[config.mk]
export PLATFORM = sky130hd
export DESIGN_NAME = if_id_fetch_buffer
export DESIGN_NICKNAME = d
export VERILOG_FILES = /design/src/rtl/if_id_fetch_buffer_pkg.sv /design/src/rtl/if_id_fetch_buffer_ctrl.sv /design/src/rtl/if_id_fetch_buffer.sv
export SDC_FILE = /design/constraint.sdc
export NUM_CORES = 1
export LEC_CHECK = 0
export ABC_AREA = 1
export BUFFER_PORTS_ARGS = -buffer_cell sky130_fd_sc_hd__buf_2
export CORE_AREA = 5 5 105 107
export CTS_CLUSTER_DIAMETER = 60
export DETAILED_ROUTE_END_ITERATION = 10
export DIE_AREA = 0 0 110 112
export PLACE_DENSITY = 0.77
export SKIP_CTS_REPAIR_TIMING = 1
export SYNTH_ARGS = -nofsm -noshare
export SYNTH_HDL_FRONTEND = slang
export SYNTH_SLANG_ARGS = --single-unit
export TNS_END_PERCENT = 5
[constraint.sdc]
create_clock -name CLK -period 7.2 [get_ports CLK]
set_input_delay 1.08 -clock CLK [delete_from_list [all_inputs] [get_ports CLK]]
set_output_delay 1.08 -clock CLK [all_outputs]
set_load 0.05 [all_outputs]
[src/rtl/if_id_fetch_buffer_pkg.sv]
// ----------------------------------------------------------------------------
// if_id_fetch_buffer_pkg
// Shared definitions for the IF/ID fetch buffer and the downstream decode and
// ID/EX registers.
//   XLEN         : datapath width
//   NOP_INST     : canonical NOP word (addi x0,x0,0)
//   PC_RESET     : PC value presented when no real instruction is held
//   fetch_beat_t : one fetched {pc, inst} pair
// ----------------------------------------------------------------------------
package if_id_fetch_buffer_pkg;

    localparam int XLEN = 32;

    localparam logic [XLEN-1:0] NOP_INST = 32'h0000_0013;
    localparam logic [XLEN-1:0] PC_RESET = 32'h0000_0000;

    typedef struct packed {
        logic [XLEN-1:0] pc;
        logic [XLEN-1:0] inst;
    } fetch_beat_t;

endpackage

[src/rtl/if_id_fetch_buffer_ctrl.sv]
// ----------------------------------------------------------------------------
// if_id_fetch_buffer_ctrl
// Occupancy and pointer control for the IF/ID fetch buffer.
//   CLK, RESET   : clock, synchronous active-high reset
//   i_in_valid   : fetch stage offers a beat
//   i_stall      : decode cannot consume this cycle
//   i_flush      : discard everything held and offered
//   o_in_ready   : buffer can accept a beat (registered count only)
//   o_out_valid  : head entry holds a real instruction
//   o_push       : write the offered beat at o_wr_ptr this cycle
//   o_wr_ptr     : write pointer
//   o_rd_ptr     : read pointer (head entry)
//
// Handshake: a beat transfers on a rising edge where valid && ready are both
// high; ready never depends on valid, stall or flush in the same cycle, and a
// flush (or reset) cancels any transfer that would otherwise happen.
// ----------------------------------------------------------------------------
module if_id_fetch_buffer_ctrl #(
    parameter int DEPTH = 2,
    parameter int PTR_W = $clog2(DEPTH)
) (
    input  logic             CLK,
    input  logic             RESET,
    input  logic             i_in_valid,
    input  logic             i_stall,
    input  logic             i_flush,
    output logic             o_in_ready,
    output logic             o_out_valid,
    output logic             o_push,
    output logic [PTR_W-1:0] o_wr_ptr,
    output logic [PTR_W-1:0] o_rd_ptr
);

    localparam logic [PTR_W:0] FULL_CNT = (PTR_W+1)'(DEPTH);

    logic [PTR_W:0]   r_count;
    logic [PTR_W-1:0] r_wr_ptr;
    logic [PTR_W-1:0] r_rd_ptr;
    logic             w_pop;

    // Ready is a pure function of registered occupancy. When full, a pop in
    // the same cycle does not reopen the input; the one-cycle bubble is the
    // price of keeping stall off the ready path.
    assign o_in_ready  = (r_count != FULL_CNT);
    assign o_out_valid = (r_count != '0);

    assign o_push = i_in_valid && o_in_ready && !i_flush && !RESET;
    assign w_pop  = o_out_valid && !i_stall && !i_flush;

    // DEPTH is a power of two, so natural pointer wrap is modulo DEPTH.
    always_ff @(posedge CLK) begin
        if (RESET || i_flush) begin
            r_count  <= '0;
            r_wr_ptr <= '0;
            r_rd_ptr <= '0;
        end else begin
            if (o_push) r_wr_ptr <= r_wr_ptr + 1'b1;
            if (w_pop)  r_rd_ptr <= r_rd_ptr + 1'b1;
            unique case ({o_push, w_pop})
                2'b10:   r_count <= r_count + 1'b1;
                2'b01:   r_count <= r_count - 1'b1;
                default: r_count <= r_count;
            endcase
        end
    end

    assign o_wr_ptr = r_wr_ptr;
    assign o_rd_ptr = r_rd_ptr;

endmodule

[src/rtl/if_id_fetch_buffer.sv]
// ----------------------------------------------------------------------------
// if_id_fetch_buffer
// Elastic {PC, instruction} buffer between instruction memory and decode.
// Holds up to DEPTH (2 or 4) beats in strict FIFO order and presents a NOP
// with PC 0 whenever nothing valid is held.
//   CLK, RESET          : clock, synchronous active-high reset
//   IN_VALID/IN_INST/IN_PC : beat offered by the fetch stage
//   IN_READY            : buffer accepts a beat this cycle
//   STALL               : decode cannot consume this cycle
//   FLUSH               : taken branch/jump, drop held and offered beats
//   OUT_VALID/OUT_INST/OUT_PC : head beat (NOP_INST / 0 when empty)
// Outputs come only from registered state; there is no empty-buffer bypass.
// ----------------------------------------------------------------------------
module if_id_fetch_buffer
    import if_id_fetch_buffer_pkg::*;
#(
    parameter int              DEPTH      = 2,
    parameter logic [XLEN-1:0] P_NOP_INST = NOP_INST
) (
    input  logic            CLK,
    input  logic            RESET,
    input  logic            IN_VALID,
    input  logic [XLEN-1:0] IN_INST,
    input  logic [XLEN-1:0] IN_PC,
    output logic            IN_READY,
    input  logic            STALL,
    input  logic            FLUSH,
    output logic            OUT_VALID,
    output logic [XLEN-1:0] OUT_INST,
    output logic [XLEN-1:0] OUT_PC
);

    localparam int PTR_W = $clog2(DEPTH);

    logic             w_push;
    logic [PTR_W-1:0] w_wr_ptr;
    logic [PTR_W-1:0] w_rd_ptr;
    fetch_beat_t      w_head;

    // Storage is deliberately not reset; occupancy masks stale entries.
    fetch_beat_t      r_mem [DEPTH];

    if_id_fetch_buffer_ctrl #(
        .DEPTH (DEPTH),
        .PTR_W (PTR_W)
    ) u_ctrl (
        .CLK         (CLK),
        .RESET       (RESET),
        .i_in_valid  (IN_VALID),
        .i_stall     (STALL),
        .i_flush     (FLUSH),
        .o_in_ready  (IN_READY),
        .o_out_valid (OUT_VALID),
        .o_push      (w_push),
        .o_wr_ptr    (w_wr_ptr),
        .o_rd_ptr    (w_rd_ptr)
    );

    // IN_INST/IN_PC are only sampled on an accepted beat, so X on the bus
    // while IN_VALID is low never reaches the array.
    always_ff @(posedge CLK) begin
        if (w_push) begin
            r_mem[w_wr_ptr] <= '{pc: IN_PC, inst: IN_INST};
        end
    end

    assign w_head = r_mem[w_rd_ptr];

    // Empty buffer shows a harmless ADDI so decode and the immediate path
    // never act on stale storage.
    assign OUT_INST = OUT_VALID ? w_head.inst : P_NOP_INST;
    assign OUT_PC   = OUT_VALID ? w_head.pc   : PC_RESET;

endmodule

==> metrics.md <==
| Metric | Value |
|---|---|
| DRC | `0` |
| DR pass1 iterations | `4` |
| Slowest cell on crit path | `inv_2` |
| Dpl cell area | `5790 um^2` |
| Initial DRC Count | `about 210` |
| Setup WS post-layout | `around 3.8 ns` |
| R2R depth | `9` |
| Starting Density | `0.500` |
| Nets | `~600` |
| Startpoint Class | `flip-flop` |
| Final Setup Violations | `0` |
| Synth cell count leaders | `135 x nand2_1, 128 x edfxtp_1, 63 x a21oi_1` |
| Syn Inst Count | `about 380` |
| Worst VDD drop | `between 0.0002 and 0.00025 V` |
| Area Growth Syn to Fin | `28.0%` |
| Die Area | `between 10000 and 15000 um^2` |
| Async S/R FF share, synth | `0` |
| Routed Antenna Nets | `0` |
| Worst reg-to-reg setup slack | `slightly below 5 ns` |
| HP Class | `reg -> reg` |
| Clk sinks | `approximately 130` |
| Max Freq | `296 MHz` |
| PD cells | `just under 300 nW/um^2` |
| Grt ovf | `0` |
| DP Wirelength | `around 6300 um` |
| TNS Setup | `0 ns` |
| GP Congestion | `between 0.7 and 0.8` |
| Syn Std Cell Area | `5030 um^2` |
| CP Capture Type | `output pin` |
| CP Data Required Time | `approximately 6.1 ns` |
| RR Startpoint | `u_ctrl.r_count[1]` |
| Unrepaired setup endpoints after global routing | `no` |
| Post-synth top area cell | `edfxtp_1` |
| Switching part of the total power | `0.201` |
| Post-route cell area | `6430 um^2` |
| Average routed wire per standard cell | `~16 um` |
| #FFs+latches synth | `133` |
| Via density | `4.98` |
| Clk pwr share | `0.493` |
| Final hold violation count | `0` |
| Htree depth | `4` |
| Most numerous cell in the Yosys netlist | `nand2_1` |
| P_int | `about 1.5 mW` |
| Clock Latency Late Sink | `roughly 0.50 ns` |
| Setup crit end | `OUT_INST[28]` |
| Post-synthesis sequential area ratio | `0.785` |
| WP depth | `4` |
| R2R Path End | `u_ctrl.r_count[1]` |
| LEAKAGE | `approximately 2.6 nW` |
| Die Width | `roughly 110 um` |
| Root Driver | `clkbuf_8` |
| Outcome | `complete, no violations` |
| Port bufs | `between 100 and 150` |
| CTS tree | `built` |
| Post-synth EDFFs | `128` |
| Max incr delay on CP | `0.80 ns` |
| Min Tclk post-route | `approximately 3.4 ns` |
| Final Util | `0.640` |
| Final Routed Wirelength | `10500 um` |
| N_diodes | `0` |
| Critical Setup Path Class | `reg -> out` |
| DIE HEIGHT | `around 110 um` |
| Avg Inst Size Synth | `between 10 and 15 um^2` |
| Ys Warns | `0` |
| Initial antenna violation count | `1` |
| Synth Flop Type | `edfxtp_1` |
| First-pass GRT wire length | `roughly 17000 um` |
| Syn Nets | `~450` |
| CTS Buffer Depth | `2` |
| Sequential power share | `0.466` |
| IO Count | `around 140` |
| Share of cells above drive strength 1 | `0.336` |
| Distinct cells, synth | `18` |
| Fin. max-slew vios | `0` |
| GRT Resource Usage Total | `0.176` |
| Switch Pwr | `between 300 and 400 uW` |
| Final non-filler cell total | `about 670` |
| Vias in the first global route | `~3.4k` |
| Ranking of synthesized cells by area | `edfxtp_1 76%, nand2_1 10%, a21oi_1 6.3%` |
| Core region area | `around 10000 um^2` |
| Fillers | `773` |
| CTS clk-pin slew, worst paths | `roughly 0.060 ns` |
| Final period utilization | `0.469` |
| Place WS | `between 4 and 5 ns` |
| Power, Total | `between 1.5 and 2 mW` |
| Rows | `37` |
| Total CTS buffers | `17` |
| Worst Path Max Fanout | `64` |
| WP buf/inv | `2` |
| Dpl cells | `634` |
| Max-cap viol count | `0` |
| Worst slew pin tran | `approximately 1.1 ns` |
| Clock Skew | `approximately 0.0082 ns` |
| Area fraction of the dominant cell type after synthesis | `0.765` |
| Largest net degree at the start of global routing | `65` |
| Crit-path cells | `inv_2 -> nand2_1 -> a21oi_1 -> buf_2` |
| Hold slack final | `0.510 ns` |
| Critical Path AT | `2.29 ns` |
| Worst path top cell family by delay | `buffers and inverters` |
| Via count | `~3.3k` |
| Relative slew slack | `0.245` |
| Logic pwr share | `0.041` |
-- state kept, by name, summed over array words and instances, names as in the netlist, named ones only --
| register | flops |
|---|---|
| r_mem | 128 |
| u_ctrl.o_rd_ptr | 1 |
| u_ctrl.r_count | 2 |
| u_ctrl.o_wr_ptr | 1 |
-- power groups by stage --
stage	combinational (mW)	sequential (mW)	clock (mW)
final	0.0763	0.866	0.917
after global routing	0.0829	0.867	0.970
after CTS	0.0770	0.866	0.931
after detailed placement	0.0768	0.882	0
after global placement	0.0745	0.882	0
after floorplan	0.0413	0.882	0
-- worst min path at each step --
stage               depth (start not counted)         endpoint       startpoint
detailed placement                          2  u_ctrl.o_rd_ptr  u_ctrl.o_rd_ptr
global route                                2  u_ctrl.o_rd_ptr  u_ctrl.o_rd_ptr
global placement                            2  u_ctrl.o_rd_ptr  u_ctrl.o_rd_ptr
floorplan                                   2        flip-flop  u_ctrl.o_rd_ptr
CTS                                         2  u_ctrl.o_rd_ptr  u_ctrl.o_rd_ptr
finish                                      2  u_ctrl.o_rd_ptr  u_ctrl.o_rd_ptr
-- layer usage --
metal,vias up,track usage,part of all wire
met1,1566,0.207,0.40
li1,1612,-,-
met3,20,0.0533,0.071
met4,2,0.0798,0.018
met5,-,0,0.0012
met2,118,0.294,0.51
-- kinds of logic (layout without fill, tap and decap cells) --
group                      after synthesis  count (layout)  share of synthesized area
DFF                                    133             133                      0.785
and+or+nand+nor                        152             152                      0.119
buffers and inverters                   29             180                     0.0299
adders and majority gates                1               1                    0.00249
AOI/OAI and AO/OA                       64              64                     0.0637
-- tightest hold or removal path, stage by stage (launching register included) --
cell	delay (ns)
dfxtp_1	0.33
a21oi_1	0.05
nor2_1	0.09
-- cell usage in the layout (no fill, tap or decap), types with 2 or more instances in the layout --
master,netlist,final
buf_2,12,134
nand2_1,135,135
nand3_1,5,5
clkinv_4,0,3
dfxtp_1,5,4
nor2_1,6,5
inv_2,2,3
inv_6,0,3
clkinvlp_4,0,2
edfxtp_1,128,128
buf_4,7,4
bufinv_16,0,5
nor2_4,1,2
clkbuf_16,0,16
a21oi_1,63,63
inv_1,8,7
-- final cells by class --
class,instances,area [um^2],share of cell area
timing repair buffer,138,701,0.109
multi-input combinational,217,940,0.146
inverter,10,37.5,0.00583
clock buffer,17,414,0.0644
clock inverter,15,226,0.0352
tap,136,170,0.0264
sequential,133,3950,0.613
Power figures use the tool's default switching activity.
